$ cat config.mk
export PLATFORM = sky130hd
export DESIGN_NAME = wb_irq_ctrl
export DESIGN_NICKNAME = d
export VERILOG_FILES = /design/src/rtl/wb_irq_ctrl.sv
export SDC_FILE = /design/constraint.sdc
export NUM_CORES = 1
export LEC_CHECK = 0
export ABC_AREA = 1
export BUFFER_PORTS_ARGS = -buffer_cell sky130_fd_sc_hd__buf_2
export CORE_MARGIN = 4
export CORE_UTILIZATION = 30
export DETAILED_ROUTE_END_ITERATION = 7
export PLACE_DENSITY = 0.7
export SETUP_SLACK_MARGIN = 0.5
export SLEW_MARGIN = 20
export SYNTH_ARGS = -nofsm -noshare
export SYNTH_HDL_FRONTEND = slang
export SYNTH_SLANG_ARGS = --single-unit
$ cat constraint.sdc
create_clock -name wb_clk_i -period 1.4 [get_ports wb_clk_i]
set_input_delay 0.42 -clock wb_clk_i [delete_from_list [all_inputs] [get_ports wb_clk_i]]
set_output_delay 0.42 -clock wb_clk_i [all_outputs]
set_load 0.005 [all_outputs]
$ cat src/rtl/wb_irq_ctrl.sv
// Wishbone interrupt controller: per-source enable, edge/level mode, W1C pending, global enable and claim register.
// Optional macro IRQ_SYNC_EN inserts a 2-flop synchroniser on irq_i for sources from other clock domains.
module wb_irq_ctrl #(
    parameter int AW    = 32,
    parameter int DW    = 32,
    parameter int N_IRQ = 8
) (
    input  logic             wb_clk_i,
    input  logic             wb_reset_i,
    input  logic [AW-1:0]    wb_adr_i,
    input  logic [DW-1:0]    wb_dat_i,
    output logic [DW-1:0]    wb_dat_o,
    input  logic             wb_we_i,
    input  logic [DW/8-1:0]  wb_sel_i,
    output logic             wb_ack_o,
    input  logic             wb_cyc_i,
    input  logic             wb_stb_i,
    input  logic [N_IRQ-1:0] irq_i,
    output logic             cpu_irq_o
);

    logic [N_IRQ-1:0] r_enable;
    logic [N_IRQ-1:0] r_mode;
    logic [N_IRQ-1:0] r_pending;
    logic [N_IRQ-1:0] r_prev;
    logic             r_gie;
    logic             r_ack;
    logic             r_cpuIrq;
    logic [DW-1:0]    r_dat;

    logic [N_IRQ-1:0] w_s;
    logic [N_IRQ-1:0] w_rise;
    logic [N_IRQ-1:0] w_clr;
    logic [N_IRQ-1:0] w_active;
    logic [N_IRQ-1:0] w_pendNext;
    logic [4:0]       w_claimIdx;
    logic [DW-1:0]    w_rdata;
    logic             w_stbValid;
    logic             w_wr;
    logic             w_unused;

`ifdef IRQ_SYNC_EN
    logic [N_IRQ-1:0] r_sync1;
    logic [N_IRQ-1:0] r_sync2;

    always_ff @(posedge wb_clk_i) begin
        if (wb_reset_i) begin
            r_sync1 <= '0;
            r_sync2 <= '0;
        end else begin
            r_sync1 <= irq_i;
            r_sync2 <= r_sync1;
        end
    end

    assign w_s = r_sync2;
`else
    assign w_s = irq_i;
`endif

    assign w_stbValid = wb_cyc_i & wb_stb_i & ~r_ack;
    assign w_wr       = w_stbValid & wb_we_i & wb_sel_i[0];
    assign w_clr      = (w_wr && wb_adr_i[3:0] == 4'h0) ? wb_dat_i[N_IRQ-1:0] : '0;
    assign w_rise     = w_s & ~r_prev;
    assign w_active   = r_pending & r_enable;
    // Level bits track the input; edge bits latch rises, and a rise beats a same-cycle clear.
    assign w_pendNext = (~r_mode & w_s) | (r_mode & ((r_pending & ~w_clr) | w_rise));
    assign w_unused   = &{1'b0, wb_adr_i[AW-1:4], wb_dat_i[DW-1:N_IRQ], wb_sel_i[DW/8-1:1]};

    always_comb begin
        w_claimIdx = '0;
        for (int i = N_IRQ - 1; i >= 0; i--) begin
            if (w_active[i]) begin
                w_claimIdx = 5'(i);
            end
        end
    end

    always_comb begin
        w_rdata = '0;
        case (wb_adr_i[3:0])
            4'h0: w_rdata[N_IRQ-1:0] = r_pending;
            4'h1: w_rdata[N_IRQ-1:0] = r_enable;
            4'h2: w_rdata[N_IRQ-1:0] = r_mode;
            4'h3: w_rdata[0]         = r_gie;
            4'h4: w_rdata[N_IRQ-1:0] = w_s;
            4'h5: begin
                w_rdata[DW-1] = |w_active;
                w_rdata[4:0]  = w_claimIdx;
            end
            default: ;
        endcase
    end

    always_ff @(posedge wb_clk_i) begin
        if (wb_reset_i) begin
            r_enable  <= '0;
            r_mode    <= '0;
            r_pending <= '0;
            r_prev    <= '0;
            r_gie     <= 1'b0;
            r_ack     <= 1'b0;
            r_cpuIrq  <= 1'b0;
            r_dat     <= '0;
        end else begin
            r_ack     <= w_stbValid;
            r_prev    <= w_s;
            r_pending <= w_pendNext;
            r_cpuIrq  <= r_gie & |w_active;
            if (w_stbValid) begin
                r_dat <= wb_we_i ? '0 : w_rdata;
            end
            if (w_wr) begin
                case (wb_adr_i[3:0])
                    4'h1:    r_enable <= wb_dat_i[N_IRQ-1:0];
                    4'h2:    r_mode   <= wb_dat_i[N_IRQ-1:0];
                    4'h3:    r_gie    <= wb_dat_i[0];
                    default: ;
                endcase
            end
        end
    end

    assign wb_ack_o  = r_ack;
    assign wb_dat_o  = r_dat;
    assign cpu_irq_o = r_cpuIrq;

endmodule
==> out/metrics.yaml, run 1 <==
grt_first_pass_wirelength_um: 9200
ys_ff_latch: 44
ios: 115
finalMaxSlewViolations: 0
synth_edf_count: 0
place.gp.congestion: 0.809
grt_start_max_net_pins: 19
regArea_um2: 905
synth_largest_area_cell: "dfxtp_1"
yosys_warnings: 0
rsz0062_at_grt: "yes"
drtPass1Iterations: 4
yosysMostFrequentCell: "nand2_1"
required_ns: 1.59
cts_tree: "done"
period_needed_ns: 1.33
nNetsFinal: 446
p_leak_nw: 1.38
min_path_type: "input pin to flop"
die-area_mm2: 0.00858
cts_buffer_depth: 2
rows: 30
syn_avg_cell_area_um2: 7.19
clkTransAtPathRegs_ns: 0.08
synthDistinctLibCells: 25
fin_hold_ws_ns: 0.361
synth_top_area_share_pct: 41.0
clock_sinks: 44
cts.htree.levels: 2
multi_input_area_mm2: 0.00123
cts_root_buffer: "clkbuf_8"
cp.arrival_ns: 1.52
path_max_fanout: 8
postCtsHoldBufs: 0
overflow: 0
syn_area_mm2: 0.00215
synth_common_cells: "88 x nand2_1, 44 x dfxtp_1, 29 x o21ai_0"
die_y_um: 92.6
area_growth_pct: 41.7
ant_nets: 0
hold_violations: 0
drt_wl_total_um: 5790
drc: 0
track_usage_pct: 13.4
path_class: "flop to flop"
clk_latency_ns: 0.30
vias: 2084
finalSetupViolations: 0
max_freq_ghz: 0.755
cellPowerDensity_mw_per_mm2: 886
initial_utilization_pct: 31.3
fin_skew_ns: 0.00487
yosysSeqAreaShare_pct: 41.0
cts_buffers: 5
ir_worst_vdd_v: 0.000439
port_buffers: 36
endpoint_kind: "flop"
nFillCells: 660
grt_pass1_vias: 1952
synth_area_leaders: "dfxtp_1 41%, nand2_1 15%, buf_4 8.0%"
period_share_pct: 94.7
wl_per_cell_um: 12.6
status: "finished clean"
fp.dieW_um: 92.6
drtIter0Drc: 127
synth_top_flop_cell: "dfxtp_1"
fp.coreArea_mm2: 0.00687
maxCapViolCount: 0
setup-tns-final_ns: 0
diodes: 0
antenna_found_initial: 0
hpwl_um: 3880
async_reset_ff_share_pct: 0
vias_per_cell: 4.52
startpoint_type: "flop"
syn_inst: 299
layout-drive-gt1-share_pct: 41.6
[metal layers]
layer	up-vias	part of all wire, %	GRT usage (%)
met5	-	0	0
met4	0	1.8	4.15
met3	10	6.1	3.33
met2	75	48	22.2
met1	939	45	17.1
li1	1060	-	-
[layout by cell type, fill, tap and decap left out, drive strengths merged, types with 3 or more instances in the layout]
| cell | count |
|---|---|
| nor2 | 23 |
| nand4 | 4 |
| o21ai | 33 |
| buf | 67 |
| conb | 23 |
| a21oi | 28 |
| nand2 | 91 |
| clkbuf | 5 |
| dfxtp | 44 |
| o211ai | 8 |
| o2111ai | 3 |
| inv | 29 |
[state kept, by name (all words and copies together), names as in the netlist]
name and flops:
cpu_irq_o 1, r_enable 8, r_gie 1, r_mode 8, r_pending 8, r_prev 8
wb_ack_o 1, wb_dat_o 9
[repair_timing]
action                                  in CTS  in global routing
hold endpoints to repair                     0                  0
endpoints found under the setup margin      46                 47
setup buffers                                7                  4
gates cloned                                 1                  0
resized for setup                           31                 59
pin swaps                                   11                 12
[kinds of logic after synthesis]
family,Yosys count,share of synthesized area (%)
buffers and inverters,59,15.1
AO/OA/AOI/OAI,72,18.6
flip-flops,44,41.0
other,1,0.174
AND/OR/NAND/NOR,123,25.2
[metrics by stage]
stage | worst slack [ns] | total power [mW] | std cells | area, µm² | utilization [%]
after floorplan | 0.154 | 1.50 | 321 | 2360 | -
after global placement | -0.0929 | 1.55 | 442 | 2580 | 37.5
after detailed placement | -0.123 | 1.55 | 442 | 2580 | 37.5
after CTS | 0.0897 | 2.70 | 457 | 2870 | 41.7
after global routing | -0.00215 | 2.80 | 461 | 3050 | 44.3
final | 0.0748 | 2.70 | 461 | 3050 | 44.3
[worst paths after layout]
kind,start,endpoint,slack [ns],cells after the start
worst max-delay path,wb_ack_o,r_mode[0],0.07,7
worst min-delay path,irq_i[6],r_prev[6],0.36,3
worst max register to register,wb_ack_o,r_mode[0],0.07,7
worst min register to register,wb_dat_o[0],wb_dat_o[0],0.47,2
[where the power goes]
part / switching (mW) / internal, mW
sequential: 0.0166 / 1.28
clock: 0.425 / 0.702
combinational: 0.167 / 0.106
total: 0.609 / 2.09
[critical path: stages, from the launching register on]
cell	delay [ns]
dfxtp_2	0.32
nand3b_4	0.16
nor2_4	0.12
inv_2	0.07
nor3_4	0.19
buf_6	0.15
buf_16	0.13
a21oi_1	0.07
[area by class of cell]
class	count	share of cell area, %
Clock buffer	5	2.26
Clock inverter	2	1.97
Inverter	29	4.31
Multi-Input combinational cell	218	40.5
Sequential cell	44	29.7
Tap cell	96	3.94
Timing Repair Buffer	67	17.3
Power figures use the tool's default switching activity.
==> run 2, diff against run 1 <==
Settings changed: CELL_PAD_IN_SITES_DETAIL_PLACEMENT from default to 0, CELL_PAD_IN_SITES_GLOBAL_PLACEMENT from default to 1, CORE_UTILIZATION 30 to 27, PLACE_DENSITY 0.7 to 0.86.
==> run 2 against run 1 <==
  * Sequential share of layout area shrank 0.36 points
  * Clock-buffer cell count is 3 higher
  * Highest routed layer unchanged
  * First-iteration DRC count shrank 36%
  * Critical endpoint is now r_enable[5]
  * Non-clock buffer count did not move
  * Clock skew is 0.0026 ns lower
  * Clock power fell by 29%
  * Total power down 11%
==> out/metrics.yaml, run 2 (synthesis gave the netlist of run 1 again) <==
finalSetupViolations: 0
drc: 0
nFillCells: 783
cts_buffers: 5
worstReg2RegStart: "wb_ack_o"
cpLargestDelayFamily: "simple AND/OR/NAND/NOR gates"
grt_first_pass_wirelength_um: 9420
period_needed_ns: 1.30
fin_util_pct: 39.9
max_freq_ghz: 0.769
cp.arrival_ns: 1.52
ff2ff_setup_slack_ns: 0.1
placedCellCount: 447
rsz0062_at_grt: "yes"
overflow: 0
clkTransAtPathRegs_ns: 0.08
port_buffers: 36
antenna_found_initial: 0
clock_sinks: 44
final_common_cell: "nand2_1"
final_cell_mix: "79 x nand2_1, 28 x buf_2, 24 x dfxtp_1"
required_ns: 1.62
initial_utilization_pct: 27.8
ios: 115
largest_reg_flops: 9
nNetsFinal: 446
fin_skew_ns: 0.00222
ir_worst_vdd_v: 0.000337
track_usage_pct: 12.0
status: "finished clean"
ff2ff_path_depth: 8
grt_start_max_net_pins: 23
cp.depth: 8
endpoint_kind: "flop"
finalMaxSlewViolations: 0
hold_violations: 0
hold_end: "r_prev[6]"
path_buf_inv: 3
die_y_um: 97.2
fp.dieW_um: 97.2
path_class: "flop to flop"
placed_cell_area_mm2: 0.00260
startpoint: "wb_ack_o"
vias_per_cell: 4.40
maxCapViolCount: 0
min_path_type: "input pin to flop"
cts_buffer_depth: 2
path_max_fanout: 8
critical_path.cell_chain: "nand3b_4 > nor2_4 > inv_2 > nor2_4 > buf_6 > buf_12 > o21ai_0 > a21oi_2"
area_growth_pct: 43.6
setup_slack_ns: 0.100
critPathSlowestCell: "dfxtp_2"
place.gp.congestion: 0.787
cpMostUsedCell: "nor2_4"
hold_start: "irq_i[6]"
reg2reg_to: "r_enable[5]"
drtIter0Drc: 81
fin_cells: 468
rows: 32
cts_root_buffer: "clkbuf_8"
die-area_mm2: 0.00945
clk_latency_ns: 0.28
fp.coreArea_mm2: 0.00773
cts_tree: "done"
cellPowerDensity_mw_per_mm2: 778
pre_cts_ws_ns: -0.158
startpoint_type: "flop"
p_leak_nw: 1.39
cts.htree.levels: 2
drt_wl_total_um: 5860
holdPathStages: 3
ant_nets: 0
wl_per_cell_um: 12.5
diodes: 0
critPathMaxStageDelay_ns: 0.33
grt_pass1_vias: 2020
final_area_mm2: 0.00309
hpwl_um: 4130
period_share_pct: 92.9
layout-drive-gt1-share_pct: 39.9
drtPass1Iterations: 4
vias: 2061
-- run 2: stage by stage --
step	setup TNS (ns)	total power, mW	hold WS, ns
2_1_floorplan	0	1.50	0.438
3_3_place_gp	-1.63	1.56	0.453
3_5_place_dp	-2.40	1.56	0.452
4_1_cts	0	2.41	0.389
5_1_grt	0	2.51	0.386
6_report	0	2.40	0.387
-- run 2: final cells by class --
cell class,instances,area (µm²),share of cell area [%]
Timing Repair Buffer,67,567,18.4
Inverter,29,146,4.74
Sequential cell,44,906,29.3
Tap cell,102,128,4.13
Multi-Input combinational cell,218,1250,40.5
Clock buffer,8,90.1,2.92
-- run 2: how the worst max path moves through the flow --
stage	slack, ns	endpoint
global route	0.05	r_mode[7]
CTS	0.13	r_enable[5]
floorplan	0.15	r_mode[5]
finish	0.1	r_enable[5]
global placement	-0.11	r_pending[2]
detailed placement	-0.16	r_pending[3]
-- run 2: where the power goes --
part | leakage, nW | total [mW] | switching, mW | internal, mW
clock | 0.0455 | 0.806 | 0.403 | 0.403
sequential | 0.368 | 1.30 | 0.0172 | 1.28
combinational | 0.978 | 0.298 | 0.176 | 0.123
-- run 2: timing repair --
item                                    in CTS  in global routing
hold buffers                                 0                  0
resized for setup                           70                 20
pin swaps                                   15                 12
endpoints found under the setup margin      46                 47
cloned                                       1                  0
buffers inserted                             9                  3
-- run 2: layer usage --
layer	wire [µm]	part of all wire, %	global-route usage [%]
met1	2560	44	14.9
met2	2950	50	21.0
met3	317	5.4	3.52
met4	30	0.51	2.24
met5	0	0	0
-- run 2: worst reg2reg max path, cell delays in order (launching register included) --
cell      delay, ns
dfxtp_2        0.33
nand3b_4       0.16
nor2_4         0.11
inv_2          0.07
nor2_4         0.13
buf_6          0.11
buf_12         0.12
o21ai_0        0.09
a21oi_2        0.12
